### src/rtl/hilo_muldiv_sequencer_if.sv
// Execute-stage interface to the HiLo multiply/divide sequencer.
// The master is the pipeline's EX stage and the slave is the sequencer.
interface hilo_muldiv_sequencer_if;
    logic        i_start;
    logic [1:0]  i_op;
    logic [31:0] i_a;
    logic [31:0] i_b;
    logic        i_read_req;
    logic        o_busy;
    logic        o_stall;
    logic        o_hilo_en;
    logic [63:0] o_hilo_write;
    logic        o_done;
    logic        o_div_by_zero;
    logic [1:0]  o_dbg_state;

    // Handshake: i_start is a level held by the EX stage. The sequencer accepts
    // it only on a clock edge while idle (o_busy=0). While o_stall=1 the EX stage
    // must hold the instruction and its operands unchanged. Results are valid
    // only in the single cycle where o_hilo_en=1.
    modport master (
        output i_start, i_op, i_a, i_b, i_read_req,
        input  o_busy, o_stall, o_hilo_en, o_hilo_write, o_done, o_div_by_zero,
        input  o_dbg_state
    );

    modport slave (
        input  i_start, i_op, i_a, i_b, i_read_req,
        output o_busy, o_stall, o_hilo_en, o_hilo_write, o_done, o_div_by_zero,
        output o_dbg_state
    );
endinterface

### src/rtl/hilo_muldiv_sequencer.sv
// Multi-cycle MULT/MULTU/DIV/DIVU sequencer that owns writes to {Hi,Lo}.
// Shift-add multiply or restoring divide on magnitudes, with sign fix-up at the end.
module hilo_muldiv_sequencer #(
    parameter int ITER = 32
) (
    input  logic                   clk,
    input  logic                   rst_n,
    hilo_muldiv_sequencer_if.slave bus
);
    localparam int CW = $clog2(ITER);

    typedef enum logic [1:0] {
        S_IDLE  = 2'd0,
        S_CALC  = 2'd1,
        S_FIXUP = 2'd2,
        S_WRITE = 2'd3
    } state_t;

    state_t      r_state;
    logic [CW-1:0] r_count;
    logic        r_is_div;
    logic        r_neg_q;
    logic        r_neg_r;
    logic        r_b_zero;
    logic [31:0] r_a_raw;
    logic [31:0] r_opb;
    logic [63:0] r_prod;
    logic        r_busy;
    logic        r_hilo_en;
    logic        r_done;
    logic        r_div_by_zero;

    logic        w_signed;
    logic        w_is_div;
    logic        w_a_neg;
    logic        w_b_neg;
    logic [31:0] w_a_mag;
    logic [31:0] w_b_mag;
    logic [32:0] w_mul_sum;
    logic [63:0] w_mul_next;
    logic [32:0] w_shift;
    logic [33:0] w_diff;
    logic [63:0] w_div_next;
    logic [31:0] w_hi_fix;
    logic [31:0] w_lo_fix;
    logic [63:0] w_fix;

    // Op[0]=0 selects the signed variants (MULT, DIV); Op[1]=1 selects divide.
    assign w_signed = ~bus.i_op[0];
    assign w_is_div = bus.i_op[1];
    assign w_a_neg  = w_signed & bus.i_a[31];
    assign w_b_neg  = w_signed & bus.i_b[31];
    assign w_a_mag  = w_a_neg ? (~bus.i_a + 32'd1) : bus.i_a;
    assign w_b_mag  = w_b_neg ? (~bus.i_b + 32'd1) : bus.i_b;

    // Multiply: r_prod = {partial hi, multiplier shifting out of lo}.
    assign w_mul_sum  = {1'b0, r_prod[63:32]} + (r_prod[0] ? {1'b0, r_opb} : 33'd0);
    assign w_mul_next = {w_mul_sum, r_prod[31:1]};

    // Divide: r_prod = {remainder, dividend shifting into quotient}.
    assign w_shift    = {r_prod[63:32], r_prod[31]};
    assign w_diff     = {1'b0, w_shift} - {2'b00, r_opb};
    assign w_div_next = w_diff[33] ? {w_shift[31:0], r_prod[30:0], 1'b0}
                                   : {w_diff[31:0],  r_prod[30:0], 1'b1};

    assign w_hi_fix = r_neg_r ? (~r_prod[63:32] + 32'd1) : r_prod[63:32];
    assign w_lo_fix = r_neg_q ? (~r_prod[31:0] + 32'd1) : r_prod[31:0];

    always_comb begin
        w_fix = r_prod;
        if (r_is_div) begin
            if (r_b_zero) w_fix = {r_a_raw, 32'hFFFF_FFFF};
            else          w_fix = {w_hi_fix, w_lo_fix};
        end else if (r_neg_q) begin
            w_fix = ~r_prod + 64'd1;
        end
    end

    always_ff @(posedge clk or negedge rst_n) begin
        if (!rst_n) begin
            r_state       <= S_IDLE;
            r_count       <= '0;
            r_is_div      <= 1'b0;
            r_neg_q       <= 1'b0;
            r_neg_r       <= 1'b0;
            r_b_zero      <= 1'b0;
            r_a_raw       <= '0;
            r_opb         <= '0;
            r_prod        <= '0;
            r_busy        <= 1'b0;
            r_hilo_en     <= 1'b0;
            r_done        <= 1'b0;
            r_div_by_zero <= 1'b0;
        end else begin
            case (r_state)
                S_IDLE: begin
                    if (bus.i_start) begin
                        r_is_div <= w_is_div;
                        r_neg_q  <= w_a_neg ^ w_b_neg;
                        r_neg_r  <= w_a_neg;
                        r_b_zero <= (bus.i_b == 32'd0);
                        r_a_raw  <= bus.i_a;
                        r_opb    <= w_is_div ? w_b_mag : w_a_mag;
                        r_prod   <= {32'd0, (w_is_div ? w_a_mag : w_b_mag)};
                        r_count  <= '0;
                        r_busy   <= 1'b1;
                        r_state  <= S_CALC;
                    end
                end
                S_CALC: begin
                    r_prod <= r_is_div ? w_div_next : w_mul_next;
                    if (r_count == CW'(ITER - 1)) begin
                        r_count <= '0;
                        r_state <= S_FIXUP;
                    end else begin
                        r_count <= r_count + 1'b1;
                    end
                end
                S_FIXUP: begin
                    r_prod        <= w_fix;
                    r_hilo_en     <= 1'b1;
                    r_done        <= 1'b1;
                    r_div_by_zero <= r_is_div & r_b_zero;
                    r_state       <= S_WRITE;
                end
                S_WRITE: begin
                    r_hilo_en     <= 1'b0;
                    r_done        <= 1'b0;
                    r_div_by_zero <= 1'b0;
                    r_busy        <= 1'b0;
                    r_state       <= S_IDLE;
                end
                default: r_state <= S_IDLE;
            endcase
        end
    end

    assign bus.o_busy        = r_busy;
    assign bus.o_stall       = r_busy & (bus.i_start | bus.i_read_req);
    assign bus.o_hilo_en     = r_hilo_en;
    assign bus.o_hilo_write  = r_prod;
    assign bus.o_done        = r_done;
    assign bus.o_div_by_zero = r_div_by_zero;
    assign bus.o_dbg_state   = r_state;
endmodule

### src/flat_wrapper.sv
// flat-port wrapper written by rule: the top's interface ports become plain ports
module hilo_muldiv_sequencer_flat 
#(
    parameter int ITER = 32
)
  (clk, rst_n, bus_i_start, bus_i_op, bus_i_a, bus_i_b, bus_i_read_req, bus_o_busy, bus_o_stall, bus_o_hilo_en, bus_o_hilo_write, bus_o_done, bus_o_div_by_zero, bus_o_dbg_state);
  hilo_muldiv_sequencer_if bus_i ();
  input  logic clk;
  input  logic rst_n;
  input wire logic [$bits(bus_i.i_start)-1:0] bus_i_start;
  input wire logic [$bits(bus_i.i_op)-1:0] bus_i_op;
  input wire logic [$bits(bus_i.i_a)-1:0] bus_i_a;
  input wire logic [$bits(bus_i.i_b)-1:0] bus_i_b;
  input wire logic [$bits(bus_i.i_read_req)-1:0] bus_i_read_req;
  output wire logic [$bits(bus_i.o_busy)-1:0] bus_o_busy;
  output wire logic [$bits(bus_i.o_stall)-1:0] bus_o_stall;
  output wire logic [$bits(bus_i.o_hilo_en)-1:0] bus_o_hilo_en;
  output wire logic [$bits(bus_i.o_hilo_write)-1:0] bus_o_hilo_write;
  output wire logic [$bits(bus_i.o_done)-1:0] bus_o_done;
  output wire logic [$bits(bus_i.o_div_by_zero)-1:0] bus_o_div_by_zero;
  output wire logic [$bits(bus_i.o_dbg_state)-1:0] bus_o_dbg_state;
  assign bus_i.i_start = bus_i_start;
  assign bus_i.i_op = bus_i_op;
  assign bus_i.i_a = bus_i_a;
  assign bus_i.i_b = bus_i_b;
  assign bus_i.i_read_req = bus_i_read_req;
  assign bus_o_busy = bus_i.o_busy;
  assign bus_o_stall = bus_i.o_stall;
  assign bus_o_hilo_en = bus_i.o_hilo_en;
  assign bus_o_hilo_write = bus_i.o_hilo_write;
  assign bus_o_done = bus_i.o_done;
  assign bus_o_div_by_zero = bus_i.o_div_by_zero;
  assign bus_o_dbg_state = bus_i.o_dbg_state;
  hilo_muldiv_sequencer #(.ITER(ITER)) u_core (.clk(clk), .rst_n(rst_n), .bus(bus_i));
endmodule
### config.mk
export PLATFORM = sky130hd
export DESIGN_NAME = hilo_muldiv_sequencer_flat
export DESIGN_NICKNAME = d
export VERILOG_FILES = /design/src/rtl/hilo_muldiv_sequencer_if.sv /design/src/rtl/hilo_muldiv_sequencer.sv /design/src/flat_wrapper.sv
export SDC_FILE = /design/constraint.sdc
export NUM_CORES = 1
export LEC_CHECK = 0
export CORE_ASPECT_RATIO = 0.6
export CORE_MARGIN = 1.5
export CORE_UTILIZATION = 45
export CTS_CLUSTER_SIZE = 30
export DETAILED_ROUTE_END_ITERATION = 16
export PLACE_DENSITY = 0.65
export SLEW_MARGIN = 30
export SYNTH_ARGS = -nofsm -noshare
export SYNTH_HDL_FRONTEND = slang
export SYNTH_SLANG_ARGS = --single-unit
### constraint.sdc
create_clock -name clk -period 6.6 [get_ports clk]
set_input_delay 1.32 -clock clk [delete_from_list [all_inputs] [get_ports clk]]
set_output_delay 1.32 -clock clk [all_outputs]
set_load 0.02 [all_outputs]
# Yosys cells after proc, flatten, opt, wreduce, memory -nomap -nowiden
# Index checks and enable logic that the tools add are counted.
# word_totals
reg_bits,142
in_bits,70
elab_cells,78
# classes
addsub,8
n_eq_ne,9
mux,24
n_bitwise,12
n_reduce_logical,12
# op_table
op,count
64-bit two-way mux,6
32-bit two-way mux,7
64-bit one-hot mux with 3 select lines,1
32-bit by 1-bit adder with 32-bit output (second input constant),4
32-bit inverter,4
64-bit by 1-bit adder with 64-bit output (second input constant),1
64-bit inverter,1
33-bit by 32-bit subtractor with 34-bit output,1
32-bit by 33-bit adder with 33-bit output,1
32-bit logical NOT,1
5-bit two-way mux,2
5-bit one-hot mux with 2 select lines,1
2-bit one-hot mux with 4 select lines,1
2-bit AND reduction,4
4-bit AND reduction,2
3-bit by 1-bit inequality test with 1-bit output (second input constant),2
1-bit one-hot mux with 2 select lines,3
2-bit nonzero test,3
5-bit by 1-bit adder with 5-bit output (second input constant),1
5-bit == test (second input constant),1
1-bit AND,4
2-bit == test (second input constant),2
2-bit two-way mux,2
4-bit inequality test (second input constant),1
other kinds (9),9

# Longest topological paths before layout
# depth
ltp_word,6
ltp_mapped,14

# Worst setup path before layout
# No wires, ideal clock.
# synth_timing
kind,input port to flip-flop
startpoint,input bus_i_a[1]
endpoint,register u_core.r_prod[26] (netlist: u_core.bus.o_hilo_write[26])
setup_time_ns,0.122
arrival_ns,3.586
setup_slack_ns,2.893
stages,11
path_cell_list,inv_1 -> ha_1 -> or4b_1 -> nand4bb_1 -> or3_1 -> o31ai_1 -> xor2_1 -> nand2_1 -> o21ai_1 -> nand2_1 -> a32o_1
# synth_between
elab_chain_len,6
# synth_lines
element,line,rtl
"start, declared",flat_wrapper.sv:12,input wire logic [$bits(bus_i.i_a)-1:0] bus_i_a;
32-bit inverter,hilo_muldiv_sequencer.sv:53,assign w_a_mag = w_a_neg ? (~bus.i_a + 32'd1) : bus.i_a;
32-bit by 1-bit adder with 32-bit output,hilo_muldiv_sequencer.sv:53,
32-bit two-way mux,hilo_muldiv_sequencer.sv:53,
32-bit two-way mux,hilo_muldiv_sequencer.sv:104,"r_prod <= {32'd0, (w_is_div ? w_a_mag : w_b_mag)};"
64-bit two-way mux,hilo_muldiv_sequencer.sv:97,if (bus.i_start) begin
64-bit one-hot mux with 3 select lines,hilo_muldiv_sequencer.sv:95,case (r_state)
"end signal, assigned",hilo_muldiv_sequencer.sv:104,
"end signal, assigned",hilo_muldiv_sequencer.sv:111,r_prod <= r_is_div ? w_div_next : w_mul_next;
"end signal, assigned",hilo_muldiv_sequencer.sv:120,r_prod <= w_fix;
"end, declared",hilo_muldiv_sequencer.sv:27,logic [63:0] r_prod;
# No other way between the ends. The select of a mux whose other input is x is not followed.
# A chain may end at the register's enable or synchronous reset.

# Worst setup path after layout
# layout_timing
startpoint,register u_core.r_prod[0] (netlist: u_core.bus.o_hilo_write[0])
endpoint,register u_core.r_prod[63] (netlist: u_core.bus.o_hilo_write[63])
# layout_between
elab_chain_len,5
# layout_lines
element,line,rtl
64-bit inverter,hilo_muldiv_sequencer.sv:75,w_fix = ~r_prod + 64'd1;
64-bit by 1-bit adder with 64-bit output,hilo_muldiv_sequencer.sv:75,
64-bit two-way mux,hilo_muldiv_sequencer.sv:74,end else if (r_neg_q) begin
64-bit two-way mux,hilo_muldiv_sequencer.sv:71,if (r_is_div) begin
64-bit one-hot mux with 3 select lines (*),hilo_muldiv_sequencer.sv:95,
# Every way passes the cells marked *; elsewhere a longest branch is shown, timed or not. The select of a mux whose other input is x is not followed.

==> impl_metrics.json <==
{
  "num_rows": 51,
  "cts_buffers": 17,
  "post-route-min-period_ps": 4390,
  "cts_htree_levels": 4,
  "num_vias": 15660,
  "grt-ovfl-total": 0,
  "hold_depth": 2,
  "grt_max_degree": 98,
  "detail_route.wl_per_cell_microns": 22.47,
  "initial_core_util_pct": 45.65,
  "yosysWarnings": 0,
  "slew_headroom_pct": 36.02,
  "nets": 2158,
  "status": "finished clean",
  "fmax_ghz": 0.2278,
  "routed_wl_mm": 55.04,
  "io_buffers": 140,
  "post-route-drc-count": 0,
  "placed_area_sq_um": 16430,
  "gp_congestion": 0.9492,
  "clk_pin_slew_ps": 70,
  "grt_pass1_vias": 14150,
  "drive_above_1_share_pct": 7.457,
  "synth-seq-cells": 142,
  "ys.flop_type": "dfrtp_1",
  "die_w_microns": 236.9,
  "tns_ps": 0,
  "routed_via_density": 6.396,
  "critPathMaxFanout": 33,
  "cts_sinks": 142,
  "dp_hpwl_mm": 41.38,
  "hold_buffers": 0,
  "peakVddDrop_mv": 0.2768,
  "drt-pass1-iter-count": 6,
  "synth_cell_types": 88,
  "arrival_ps": 4690,
  "synth_area_per_cell_sq_um": 7.578,
  "cap_violations": 0,
  "slew_viol_final": 0,
  "clock_skew_ps": 9.667,
  "die_h_microns": 143.3,
  "endpoint_kind": "flop",
  "antenna_found_initial": 0,
  "pin_count": 141,
  "hold_violations": 0,
  "n_fill_cell": 3121,
  "drt_iter0_markers": 1940,
  "rsz0062_at_grt": "no",
  "synth-async-reset-ratio_pct": 100.0,
  "setup_viol": 0,
  "core_sq_um": 32350,
  "finalCritPeriodShare_pct": 66.51,
  "postCtsResizedCells": 0,
  "ant_nets": 0,
  "critPathRequiredTime_ps": 6900,
  "grt_pass1_wl_mm": 82.64,
  "hold_class": "flop to flop",
  "p_per_area_nw_per_um2": 492.1,
  "tritoncts": "done",
  "worst_pin_slew_ps": 957.3,
  "worst-setup-path-type": "flop to flop",
  "die_area_sq_um": 33950,
  "cts_root_buffer": "clkbuf_16",
  "diodes": 0,
  "clock_path_buffers": 2,
  "areaGrowthSynthToFinish_pct": 14.98,
  "clk_latency_ps": 450,
  "synth_edf_count": 0,
  "synth_nets": 2095,
  "r2r_cells": 12,
  "syn_area_sq_um": 14770,
  "cp-start-kind": "flop",
  "synthCells": 1949,
  "grtUsageTotal_pct": 31.58,
  "cts_setup_buffers": 0,
  "ys_seq_area_share_pct": 24.06,
  "design_area_sq_um": 16980,
  "leakage_nw": 7.002
}
[kinds of logic (layout without fill, tap and decap cells)]
logic type / Yosys count / count (layout) / synth area share [%]
AND/OR/NAND/NOR: 667 / 667 / 21.62
AO/OA/AOI/OAI: 639 / 639 / 27.25
buffers and inverters: 182 / 258 / 4.752
XOR/XNOR: 146 / 146 / 8.657
flip-flops: 142 / 142 / 24.06
multiplexers: 97 / 97 / 7.124
adder cells (fa/ha/maj): 76 / 76 / 6.540
[stage by stage]
stage,setup slack (ps),power (mW),utilization [%],hold slack [ps],instances
2_1_floorplan,2893,5.507,-,441.8,1949
3_3_place_gp,1981,7.152,50.76,459.7,2417
3_5_place_dp,1853,7.234,50.78,473.9,2417
4_1_cts,2324,8.206,52.48,488.5,2449
5_1_grt,2047,8.901,52.49,508.4,2449
6_report,2210,8.358,52.49,486.9,2449
[state kept, by name (all words and copies together), names as in the netlist]
register                  cells
u_core.bus.o_div_by_zero      1
u_core.r_count                5
u_core.r_is_div               1
u_core.bus.o_hilo_en          1
u_core.r_b_zero               1
u_core.r_neg_r                1
u_core.r_opb                 32
u_core.bus.o_dbg_state        2
u_core.bus.o_busy             1
u_core.bus.o_hilo_write      64
u_core.r_neg_q                1
u_core.r_a_raw               32
[where the power goes]
part / switching, mW / internal (mW)
Combinational: 3.48 / 2.15
Sequential: 0.523 / 1.26
Clock: 0.458 / 0.492
Total: 4.46 / 3.90
[layout make-up]
cell class	instances	area, sq um	share of cell area [%]
Sequential cell	142	3555	20.93
Clock buffer	17	425.4	2.505
Inverter	61	229.0	1.348
Tap cell	424	530.5	3.124
Timing Repair Buffer	165	1588	9.349
Multi-Input combinational cell	1625	10530	62.01
Clock inverter	15	125.1	0.7368
[per-layer routing]
metal	part of all wire, %	up-vias	track usage (%)
li1	-	7237	-
met1	46	7549	46.96
met2	41	815	45.39
met3	11	63	8.048
met4	1.6	0	6.781
met5	0	-	0
[layout by cell type, fill, tap and decap left out, drive strengths merged, types with 18 or more instances in the layout]
| cell type | synthesis | final |
|---|---|---|
| nor4 | 29 | 29 |
| nand3 | 42 | 42 |
| a21oi | 166 | 166 |
| nor3 | 46 | 46 |
| a31oi | 18 | 18 |
| o21ai | 207 | 207 |
| nor2 | 197 | 197 |
| ha | 74 | 74 |
| o211ai | 26 | 26 |
| a21o | 34 | 34 |
| clkbuf | 99 | 18 |
| or3 | 21 | 21 |
| mux2i | 32 | 32 |
| xor2 | 56 | 56 |
| buf | 22 | 26 |
| xnor2 | 90 | 90 |
| o31ai | 20 | 20 |
| nand2 | 214 | 214 |
| inv | 60 | 69 |
| mux2 | 65 | 65 |
| dfrtp | 142 | 142 |
| clkdlybuf4s50 | 0 | 138 |
| a211oi | 20 | 20 |
[worst max-delay path, cell delays in order, from the launching register on]
cell,delay [ps]
dfrtp_1,480
inv_1,90
buf_4,400
nor2_1,160
fa_1,470
a211oi_1,330
o21ai_0,170
a21oi_1,540
o21ai_1,360
a31oi_1,420
o21ai_0,320
a41oi_1,320
o221ai_1,150
[Yosys cell counts (10+ instances only)]
master    count  area share (%)
nand2b_1     17            0.72
o31ai_1      20             1.0
a211oi_1     20             1.0
a21o_1       34             1.7
ha_1         74             6.3
xor2_1       56             3.3
a21oi_1     166             5.6
inv_1        60             1.5
mux2i_1      32             2.2
o21ai_0     161             5.5
mux2_2       62             4.7
o211ai_1     26             1.3
nor3_1       45             1.5
o21ai_1      46             1.6
or3_1        21            0.89
clkbuf_1     99             2.5
or4_1        10            0.51
o21a_1       10            0.51
nor2_1      196             5.0
buf_1        11            0.28
nand2_1     214             5.4
nor2b_1      17            0.72
nand3_1      41             1.4
xnor2_1      90             5.3
a22oi_1      16            0.81
nor4_1       22            0.93
a31oi_1      18            0.76
and2_1       13            0.55
dfrtp_1     142              24
nand4_1      17            0.72
[final timing paths]
check	from	slack, ps	endpoint
setup / recovery	u_core.bus.o_hilo_write[0]	2210	u_core.bus.o_hilo_write[63]
hold reg to reg	u_core.r_opb[21]	490	u_core.r_opb[21]
max in group asynchronous	rst_n	4400	u_core.r_is_div
setup reg to reg	u_core.bus.o_hilo_write[0]	2210	u_core.bus.o_hilo_write[63]
min in group asynchronous	rst_n	980	u_core.bus.o_hilo_write[62]
hold / removal	u_core.r_opb[21]	490	u_core.r_opb[21]
Note: power is estimated with default switching activity, not from simulation.
